## config.mk

```make
export PLATFORM = sky130hd
export DESIGN_NAME = usb_eps_arb_flat
export DESIGN_NICKNAME = d
export VERILOG_FILES = /design/src/rtl/usb_eps_arb_if.sv /design/src/rtl/usb_eps_arb.sv /design/src/flat_wrapper.sv
export SDC_FILE = /design/constraint.sdc
export NUM_CORES = 1
export LEC_CHECK = 0
export ABC_AREA = 1
export CORE_UTILIZATION = 43
export DETAILED_ROUTE_END_ITERATION = 8
export PLACE_DENSITY_LB_ADDON = 0.25
export REMOVE_ABC_BUFFERS = 1
export SYNTH_ARGS = -nofsm -noshare
export SYNTH_HDL_FRONTEND = slang
export SYNTH_SLANG_ARGS = --single-unit
```

## constraint.sdc

```tcl
create_clock -name clk -period 4.9 [get_ports clk]
set_input_delay 0.98 -clock clk [delete_from_list [all_inputs] [get_ports clk]]
set_output_delay 0.98 -clock clk [all_outputs]
set_load 0.01 [all_outputs]
```

## src/rtl/usb_eps_arb_if.sv

```systemverilog
// rtl/usb_eps_arb_if.sv - P/S requester and endpoint-status RAM signal bundle for usb_eps_arb
interface usb_eps_arb_if #(
    parameter int AW = 8,
    parameter int DW = 16
);
    logic [AW-1:0] p_addr_0;
    logic          p_read_0;
    logic          p_write_0;
    logic          p_zero_0;
    logic [DW-1:0] p_wrdata_0;
    logic [DW-1:0] p_rddata_3;

    logic          s_req_0;
    logic          s_we_0;
    logic          s_zero_0;
    logic [AW-1:0] s_addr_0;
    logic [DW-1:0] s_wrdata_0;
    logic          s_ack;
    logic [DW-1:0] s_rddata;

    logic [AW-1:0] ram_addr;
    logic          ram_rden;
    logic          ram_wren;
    logic [DW-1:0] ram_wrdata;
    logic [DW-1:0] ram_rddata;

    // arbiter side
    modport slave (
        input  p_addr_0, p_read_0, p_write_0, p_zero_0, p_wrdata_0,
        input  s_req_0, s_we_0, s_zero_0, s_addr_0, s_wrdata_0,
        input  ram_rddata,
        output p_rddata_3, s_ack, s_rddata,
        output ram_addr, ram_rden, ram_wren, ram_wrdata
    );

    // requesters and RAM side
    modport master (
        output p_addr_0, p_read_0, p_write_0, p_zero_0, p_wrdata_0,
        output s_req_0, s_we_0, s_zero_0, s_addr_0, s_wrdata_0,
        output ram_rddata,
        input  p_rddata_3, s_ack, s_rddata,
        input  ram_addr, ram_rden, ram_wren, ram_wrdata
    );
endinterface

```

## src/rtl/usb_eps_arb.sv

```systemverilog
// rtl/usb_eps_arb.sv - endpoint-status RAM arbiter: priority P pipeline, S port on free cycles
module usb_eps_arb #(
    parameter int AW = 8,
    parameter int DW = 16
) (
    input  logic          clk,
    input  logic          rst,
    usb_eps_arb_if.slave  bus
);

    typedef enum logic [1:0] {
        TAG_NONE,
        TAG_PRD,
        TAG_SRD,
        TAG_SWR
    } tag_e;

    typedef enum logic [2:0] {
        S_IDLE,
        S_ISSUE,
        S_DATA,
        S_ACK,
        S_GUARD
    } s_state_e;

    logic          p_cmd;
    logic          p_wr;
    logic          s_grant;

    logic [AW-1:0] st_addr_q,   st_addr_d;
    logic          st_rden_q,   st_rden_d;
    logic          st_wren_q,   st_wren_d;
    logic [DW-1:0] st_wrdata_q, st_wrdata_d;
    tag_e          st_tag_q,    st_tag_d;

    tag_e          rd_tag_q;
    logic [DW-1:0] p_rddata_q;
    logic [DW-1:0] s_rddata_q;

    s_state_e      s_state_q,   s_state_d;

    // Write or zero wins over read on the P port; S only sees cycles P leaves empty.
    always_comb begin
        p_cmd   = bus.p_read_0 | bus.p_write_0 | bus.p_zero_0;
        p_wr    = bus.p_write_0 | bus.p_zero_0;
        s_grant = !p_cmd && (s_state_q == S_IDLE) && bus.s_req_0;
    end

    always_comb begin
        st_addr_d   = '0;
        st_rden_d   = 1'b0;
        st_wren_d   = 1'b0;
        st_wrdata_d = '0;
        st_tag_d    = TAG_NONE;
        if (p_cmd) begin
            st_addr_d = bus.p_addr_0;
            if (p_wr) begin
                st_wren_d   = 1'b1;
                st_wrdata_d = bus.p_zero_0 ? '0 : bus.p_wrdata_0;
            end else begin
                st_rden_d = 1'b1;
                st_tag_d  = TAG_PRD;
            end
        end else if (s_grant) begin
            st_addr_d = bus.s_addr_0;
            if (bus.s_zero_0 || bus.s_we_0) begin
                st_wren_d   = 1'b1;
                st_wrdata_d = bus.s_zero_0 ? '0 : bus.s_wrdata_0;
                st_tag_d    = TAG_SWR;
            end else begin
                st_rden_d = 1'b1;
                st_tag_d  = TAG_SRD;
            end
        end
    end

    always_comb begin
        s_state_d = s_state_q;
        case (s_state_q)
            S_IDLE:  if (s_grant) s_state_d = S_ISSUE;
            S_ISSUE: s_state_d = S_DATA;
            S_DATA:  s_state_d = S_ACK;
            S_ACK:   s_state_d = S_GUARD;
            S_GUARD: s_state_d = S_IDLE;
            default: s_state_d = S_IDLE;
        endcase
    end

    always_ff @(posedge clk or posedge rst) begin
        if (rst) begin
            s_state_q <= S_IDLE;
        end else begin
            s_state_q <= s_state_d;
        end
    end

    always_ff @(posedge clk or posedge rst) begin
        if (rst) begin
            st_addr_q   <= '0;
            st_rden_q   <= 1'b0;
            st_wren_q   <= 1'b0;
            st_wrdata_q <= '0;
            st_tag_q    <= TAG_NONE;
        end else begin
            st_addr_q   <= st_addr_d;
            st_rden_q   <= st_rden_d;
            st_wren_q   <= st_wren_d;
            st_wrdata_q <= st_wrdata_d;
            st_tag_q    <= st_tag_d;
        end
    end

    // The tag follows the read into the RAM's data cycle to steer the capture.
    always_ff @(posedge clk or posedge rst) begin
        if (rst) begin
            rd_tag_q   <= TAG_NONE;
            p_rddata_q <= '0;
            s_rddata_q <= '0;
        end else begin
            rd_tag_q <= st_tag_q;
            if (rd_tag_q == TAG_PRD) begin
                p_rddata_q <= bus.ram_rddata;
            end
            if (rd_tag_q == TAG_SRD) begin
                s_rddata_q <= bus.ram_rddata;
            end
        end
    end

    assign bus.ram_addr   = st_addr_q;
    assign bus.ram_rden   = st_rden_q;
    assign bus.ram_wren   = st_wren_q;
    assign bus.ram_wrdata = st_wrdata_q;
    assign bus.p_rddata_3 = p_rddata_q;
    assign bus.s_rddata   = s_rddata_q;
    assign bus.s_ack      = (s_state_q == S_ACK);

endmodule

```

## src/flat_wrapper.sv

```systemverilog
// flat-port wrapper written by rule: the top's interface ports become plain ports
module usb_eps_arb_flat 
#(
    parameter int AW = 8,
    parameter int DW = 16
)
  (clk, rst, bus_p_addr_0, bus_p_read_0, bus_p_write_0, bus_p_zero_0, bus_p_wrdata_0, bus_s_req_0, bus_s_we_0, bus_s_zero_0, bus_s_addr_0, bus_s_wrdata_0, bus_ram_rddata, bus_p_rddata_3, bus_s_ack, bus_s_rddata, bus_ram_addr, bus_ram_rden, bus_ram_wren, bus_ram_wrdata);
  usb_eps_arb_if #(.AW(AW), .DW(DW)) bus_i ();
  input  logic clk;
  input  logic rst;
  input wire logic [$bits(bus_i.p_addr_0)-1:0] bus_p_addr_0;
  input wire logic [$bits(bus_i.p_read_0)-1:0] bus_p_read_0;
  input wire logic [$bits(bus_i.p_write_0)-1:0] bus_p_write_0;
  input wire logic [$bits(bus_i.p_zero_0)-1:0] bus_p_zero_0;
  input wire logic [$bits(bus_i.p_wrdata_0)-1:0] bus_p_wrdata_0;
  input wire logic [$bits(bus_i.s_req_0)-1:0] bus_s_req_0;
  input wire logic [$bits(bus_i.s_we_0)-1:0] bus_s_we_0;
  input wire logic [$bits(bus_i.s_zero_0)-1:0] bus_s_zero_0;
  input wire logic [$bits(bus_i.s_addr_0)-1:0] bus_s_addr_0;
  input wire logic [$bits(bus_i.s_wrdata_0)-1:0] bus_s_wrdata_0;
  input wire logic [$bits(bus_i.ram_rddata)-1:0] bus_ram_rddata;
  output wire logic [$bits(bus_i.p_rddata_3)-1:0] bus_p_rddata_3;
  output wire logic [$bits(bus_i.s_ack)-1:0] bus_s_ack;
  output wire logic [$bits(bus_i.s_rddata)-1:0] bus_s_rddata;
  output wire logic [$bits(bus_i.ram_addr)-1:0] bus_ram_addr;
  output wire logic [$bits(bus_i.ram_rden)-1:0] bus_ram_rden;
  output wire logic [$bits(bus_i.ram_wren)-1:0] bus_ram_wren;
  output wire logic [$bits(bus_i.ram_wrdata)-1:0] bus_ram_wrdata;
  assign bus_i.p_addr_0 = bus_p_addr_0;
  assign bus_i.p_read_0 = bus_p_read_0;
  assign bus_i.p_write_0 = bus_p_write_0;
  assign bus_i.p_zero_0 = bus_p_zero_0;
  assign bus_i.p_wrdata_0 = bus_p_wrdata_0;
  assign bus_i.s_req_0 = bus_s_req_0;
  assign bus_i.s_we_0 = bus_s_we_0;
  assign bus_i.s_zero_0 = bus_s_zero_0;
  assign bus_i.s_addr_0 = bus_s_addr_0;
  assign bus_i.s_wrdata_0 = bus_s_wrdata_0;
  assign bus_i.ram_rddata = bus_ram_rddata;
  assign bus_p_rddata_3 = bus_i.p_rddata_3;
  assign bus_s_ack = bus_i.s_ack;
  assign bus_s_rddata = bus_i.s_rddata;
  assign bus_ram_addr = bus_i.ram_addr;
  assign bus_ram_rden = bus_i.ram_rden;
  assign bus_ram_wren = bus_i.ram_wren;
  assign bus_ram_wrdata = bus_i.ram_wrdata;
  usb_eps_arb #(.AW(AW), .DW(DW)) u_core (.clk(clk), .rst(rst), .bus(bus_i));
endmodule
```

==> results of run 1 <==
## synthesized netlist by cell type, drive strengths merged
| cell | count |
|---|---|
| buf | 11 |
| nor2 | 8 |
| nand3 | 17 |
| o21ai | 32 |
| dfrtp | 65 |
| clkbuf | 2 |
| inv | 40 |
| or2 | 2 |
| nand2 | 115 |
| a21oi | 1 |
## critical path, delay by kind of cell, from the launching register on
family / cells / cell delay, ns
buffers and inverters: 1 / 0.54
AND/OR/NAND/NOR: 2 / 0.21
flip-flops: 1 / 0.38
## stage by stage
| stage | cells | power, mW | area, um2 | utilization (%) | setup slack (ns) |
|---|---|---|---|---|---|
| final | 501 | 1.71 | 4170 | 70.0 | 2.47 |
| after global routing | 501 | 1.82 | 4170 | 70.0 | 2.36 |
| after CTS | 501 | 1.73 | 4170 | 70.0 | 2.44 |
| after detailed placement | 486 | 1.28 | 3970 | 66.7 | 2.48 |
| after global placement | 486 | 1.26 | 3970 | 66.7 | 2.51 |
| after floorplan | 280 | 0.941 | 2570 | - | 2.29 |
## area by class of cell
| class | count | area (um2) |
|---|---|---|
| repair buffers | 131 | 1310 |
| flip-flops and latches | 65 | 1630 |
| inverters | 40 | 150 |
| fillers | 489 | 1790 |
| clock buffers | 10 | 138 |
| well taps | 75 | 93.8 |
| multi-input cells | 175 | 793 |
| clock inverters | 5 | 56.3 |
## power by group through the flow
stage / clock [mW] / combinational (mW) / sequential, mW
finish: 0.442 / 0.535 / 0.735
global route: 0.477 / 0.593 / 0.748
CTS: 0.452 / 0.542 / 0.735
detailed placement: 0 / 0.540 / 0.744
global placement: 0 / 0.527 / 0.737
floorplan: 0 / 0.148 / 0.793
## state kept, by name, indices dropped and copies added (netlist names)
name                   count
u_core.bus.ram_addr        8
u_core.bus.s_rddata       16
u_core.bus.ram_wren        1
u_core.bus.ram_rden        1
u_core.rd_tag_q            2
u_core.bus.ram_wrdata     16
u_core.st_tag_q            2
u_core.bus.p_rddata_3     16
u_core.s_state_q           3
## layer usage
layer / routed length [um] / vias to the layer above / share of wire [%]
met5: 0 / - / 0
met4: 108 / 0 / 1.8
met3: 606 / 12 / 10
met2: 2940 / 95 / 49
met1: 2360 / 1031 / 39
li1: - / 1144 / -
## path summary, 6_finish.rpt
check,to,slack (ns),depth (start not counted)
max,bus_s_ack,2.47,3
min reg2reg,u_core.rd_tag_q[1],0.35,0
max in group asynchronous,u_core.bus.ram_wrdata[14],2.97,3
max reg2reg,u_core.bus.s_rddata[5],3.41,3
min in group asynchronous,u_core.bus.s_rddata[9],1.03,2
min,u_core.rd_tag_q[1],0.35,0
## logic make-up after synthesis
| kind of cell | after synthesis |
|---|---|
| AO/OA/AOI/OAI | 33 |
| buffers and inverters | 53 |
| flip-flops | 65 |
| AND/OR/NAND/NOR | 142 |
==> metrics.txt, run 1 <==
status=complete, no violations; startpoint of the worst-slack reg-to-reg timing path=u_core.rd_tag_q[1]; full die area=between 6000 and 7000 um2; slew margin rel.=a little under two fifths; Yosys Warn Count=0; crit-path max cell delay=0.54 ns; largest family of logic cells by synthesized area=simple AND/OR/NAND/NOR gates; hold_buf cts=0; sequential-to-total area share from yosys stat=61.1%; register share of total power=a little over two fifths; Hold Crit Class=reg2reg; HP Start=u_core.st_tag_q[1]; Cell Int Power=~1.2 mW; final antenna diode count=0; Avg Vias per Cell=4.55; global-route wire length before repair=9760 um; P per Cell Area=around 410 nW/um2; highest clock rate=approximately 410 MHz; mux contribution to synthesized area=0%; CP required=between 3 and 4 ns; WHS=about 0.35 ns; final hold vios=0; root buffer cell=clkbuf_8; Pleak=2.12 nW; synthesized cell area=~2700 um2; Post-CTS Resized=0; GR Layer Usage met2=around a third; worst-path fanout max=3; combinational share of power=between 30% and 40%; Yosys cell types=20; WL per Instance=around 12 um; initial antenna violation count=0; routing usage on met1=about 22%; syn avg cell area=approximately 9.1 um2; all-layer global routing usage=20.2%; postcts setup bufs=0; synthesized flop and latch total=65; DP Wirelength=between 4000 and 5000 um; CTS tree=done; Post-Route WL=6010 um; clock sinks=65; fin crit period=2.43 ns; DRC viols=0; Critical Path Sink Type=output pin; WS Path Type=reg2out; Synth Area in Adders=0%; Cells after Synth=between 200 and 300; start point of the critical path=u_core.s_state_q[0]; Final Slew Violations=0; Clk Latency, worst-skew pair=~0.32 ns; met3 usage=roughly 7.7%; final setup fails=0; Worst VDD drop=between 0.2 and 0.3 mV; clock buffer depth=2; Synth Area in Compound Gates=6.21%; Vias=between 2000 and 2500; Num CTS Buffers=9; Layout area overhead=56.6%; 1st-pass router iterations=4; dominant cells by area after synthesis=dfrtp_1, nand2_1, inv_1; Simple-Gate Fraction of Synth Area=23.6%; core area=around 6000 um2; RD Place Congestion=~0.75; layout cells sized above 1=~7.5%; nets=just under 500; DR iter-0 viols=between 80 and 90; leading area contributor after synthesis=dfrtp_1; worst-path cell chain=nand2_1, nor2_1, clkdlybuf4s50_1; area share of the largest cell type after synthesis=about three fifths; post-route ant nets=0; RSZ-0062 raised after global routing=false; io pins=131; largest net degree at the start of global routing=38; setup TNS=0 ns; Cell Rows=28; port bufs=130; commonest non-fill, non-tap cell in the layout=clkdlybuf4s50_1; clock slew seen by the registers of the worst setup and hold paths=~0.070 ns; actual slew at the worst max-slew pin=around 0.94 ns; number of global-route vias before repair=about 2200; Top Usage Layer GRT=met2; Clock power frac=~26%; initial core utilization=44.7%; Die Height=80.7 um; crit share post-route=between 40% and 50%; Remaining Overflow, GRT=0; H-tree levels=3; Net Sw Frac=28.7%; CP arrival=about 1.5 ns; slowest CP cell=clkdlybuf4s50_1; die span in x=80.7 um; Worst Setup Start Kind=register; Setup Skew=0.00631 ns; Post-Synth XOR/XNOR Area=0%; switching power=between 0.4 and 0.5 mW; Max Cap Violations=0; commonest non-fill, non-tap cells in the layout=clkdlybuf4s50_1, nand2_1, dfrtp_1
Note: power is estimated with default switching activity, not from simulation.
==> run 2: changes to the inputs <==
CORE_UTILIZATION = 36   (was 43)
clock period = 2.2 ns   (was 4.9 ns; I/O delays follow)
==> run 2 against run 1 <==
  * Final cell count up 4.8%
  * Highest routed layer unchanged
  * Critical endpoint unchanged
  * Sequential share of layout area down 0.63 points
  * Register-to-register slack worse by 2.7 ns
  * Combinational power up 120%
  * Count of clock-buffer cells in the layout up 1
==> metrics.txt, run 2 (synthesized netlist as in run 1, its figures left out) <==
Layout area overhead=59.1%; crit-path max cell delay=0.54 ns (about the same); Max Cap Violations=0 (unchanged); Die Height=88.0 um (+9.1%); RD Place Congestion=0.771 (+2.4%); clock slew seen by the registers of the worst setup and hold paths=0.07 ns (about the same); Worst Setup Start Kind=register; Clk Latency, worst-skew pair=0.33 ns (about the same); slew margin rel.=35.4% (-1.9 points); Cell Rows=30 (+7.1%); initial antenna violation count=0 (unchanged); DR iter-0 viols=53 (-38%); P per Cell Area=901 nW/um2 (+120%); 1st-pass router iterations=2 (-2); Pleak=2.14 nW (+0.73%); root buffer cell=clkbuf_8; Post-Route WL=5920 um (-1.4%); commonest non-fill, non-tap cell in the layout=clkdlybuf4s50_1; Hold Crit Class=in2async; Final Slew Violations=0 (unchanged); status=complete, no violations; fin crit period=~1.9 ns; crit share post-route=a little over four fifths; number of global-route vias before repair=2157 (-1.8%); setup TNS=0 ns (unchanged); CP Buf/Inv Count=1 (unchanged); hold_buf cts=0 (unchanged); port bufs=130 (unchanged); die span in x=88.0 um (+9.1%); clock sinks=65 (unchanged); RSZ-0062 raised after global routing=false; full die area=7740 um2 (+19%); crit-path leading delay family=buffers and inverters; postcts setup bufs=0 (unchanged); slowest CP cell=clkdlybuf4s50_1; core area=6980 um2 (+17%); worst-path fanout max=3 (unchanged); Vias=2258 (-1.1%); final core occ=60.7% (-9.3 points); Setup Skew=0.00571 ns (-0.000605 ns); largest net degree at the start of global routing=36 (-5.3%); CTS tree=done; worst-path cell chain=nand2_1, nor2_1, clkdlybuf4s50_1; Num CTS Buffers=9 (unchanged); global-route wire length before repair=9610 um (-1.5%); final antenna diode count=0 (unchanged); post-route ant nets=0 (unchanged); WL per Instance=11.3 um (-5.9%); fin worst setup slack=0.332 ns (-2.13 ns); H-tree levels=3 (unchanged); Critical Path Sink Type=output pin; final setup fails=0 (unchanged); io pins=131 (unchanged); clock buffer depth=2 (unchanged); final hold vios=0 (unchanged); nets=496 (+0.40%); DP Worst Slack=0.312 ns (-2.17 ns); commonest non-fill, non-tap cells in the layout=clkdlybuf4s50_1, nand2_1, dfrtp_1; Post-CTS Resized=0 (unchanged); Worst VDD drop=0.377 mV (+40%); initial core utilization=38.1% (-6.6 points); WS Path Type=reg2out; CP arrival=1.43 ns (-0.02 ns); highest clock rate=between 500 and 600 MHz; CP required=1.76 ns (-2.16 ns); all-layer global routing usage=16.7% (-3.5 points); DRC viols=0 (unchanged); layout cells sized above 1=7.93% (+0.41 points); DP Wirelength=4400 um (-0.44%); actual slew at the worst max-slew pin=0.968 ns (+0.0288 ns); Remaining Overflow, GRT=0 (unchanged); Avg Vias per Cell=4.30 (-5.6%)
==> run 2: cell types whose count changed in the layout (fill, tap and decap cells not counted), sizes merged <==
cell      previous run  this run
clkbuf              10        11
clkinvlp             1         2
clkinv               3         2
buf                  1         3
==> run 2: final cells by class <==
class / count / area (um2)
inverter: 40 / 150
clock buffer: 11 / 141
clock inverter: 5 / 55.1
fill: 615 / 2750
multi-input combinational: 175 / 793
timing repair buffer: 133 / 1350
sequential: 65 / 1630
tap: 96 / 120
==> run 2: metrics by stage <==
step           cells  cell area (um2)  hold slack [ns]  power (mW)
6_report         525             4240            0.337        3.82
5_1_grt          525             4240            0.341        4.07
4_1_cts          525             4240            0.322        3.86
3_5_place_dp     509             4040            0.335        2.87
3_3_place_gp     509             4040            0.331        2.84
2_1_floorplan    280             2570            0.331        2.10
==> run 2: metal layers <==
| layer | vias to the layer above | routed length, um | global-route usage [%] |
|---|---|---|---|
| met1 | 1001 | 2250 | 17.9 |
| met5 | - | 0 | 0 |
| met3 | 6 | 915 | 10.5 |
| met2 | 105 | 2690 | 26.8 |
| li1 | 1146 | - | - |
| met4 | 0 | 63 | 6.26 |
==> run 2: power breakdown <==
| part | total [mW] | internal (mW) | switching (mW) |
|---|---|---|---|
| clock | 0.989 | 0.550 | 0.439 |
| sequential | 1.62 | 1.48 | 0.141 |
| combinational | 1.20 | 0.700 | 0.505 |
==> run 2: worst paths after layout <==
kind	endpoint	cells past startpoint	startpoint	slack, ns
setup / recovery	bus_s_ack	3	u_core.s_state_q[1]	0.33
hold / removal	u_core.bus.p_rddata_3[3]	2	rst	0.34
setup reg to reg	u_core.bus.s_rddata[14]	3	u_core.rd_tag_q[1]	0.70
hold reg to reg	u_core.rd_tag_q[1]	0	u_core.st_tag_q[1]	0.35
max in group asynchronous	u_core.bus.ram_wrdata[8]	3	rst	1.42
min in group clk	u_core.rd_tag_q[1]	0	u_core.st_tag_q[1]	0.35
==> run 2: worst reg2reg max path, delay by kind of cell, from the launching register on <==
family | cells | cell delay [ns]
buf+inv | 1 | 0.06
compound gates | 1 | 0.18
simple gates | 1 | 0.74
flops | 1 | 0.36
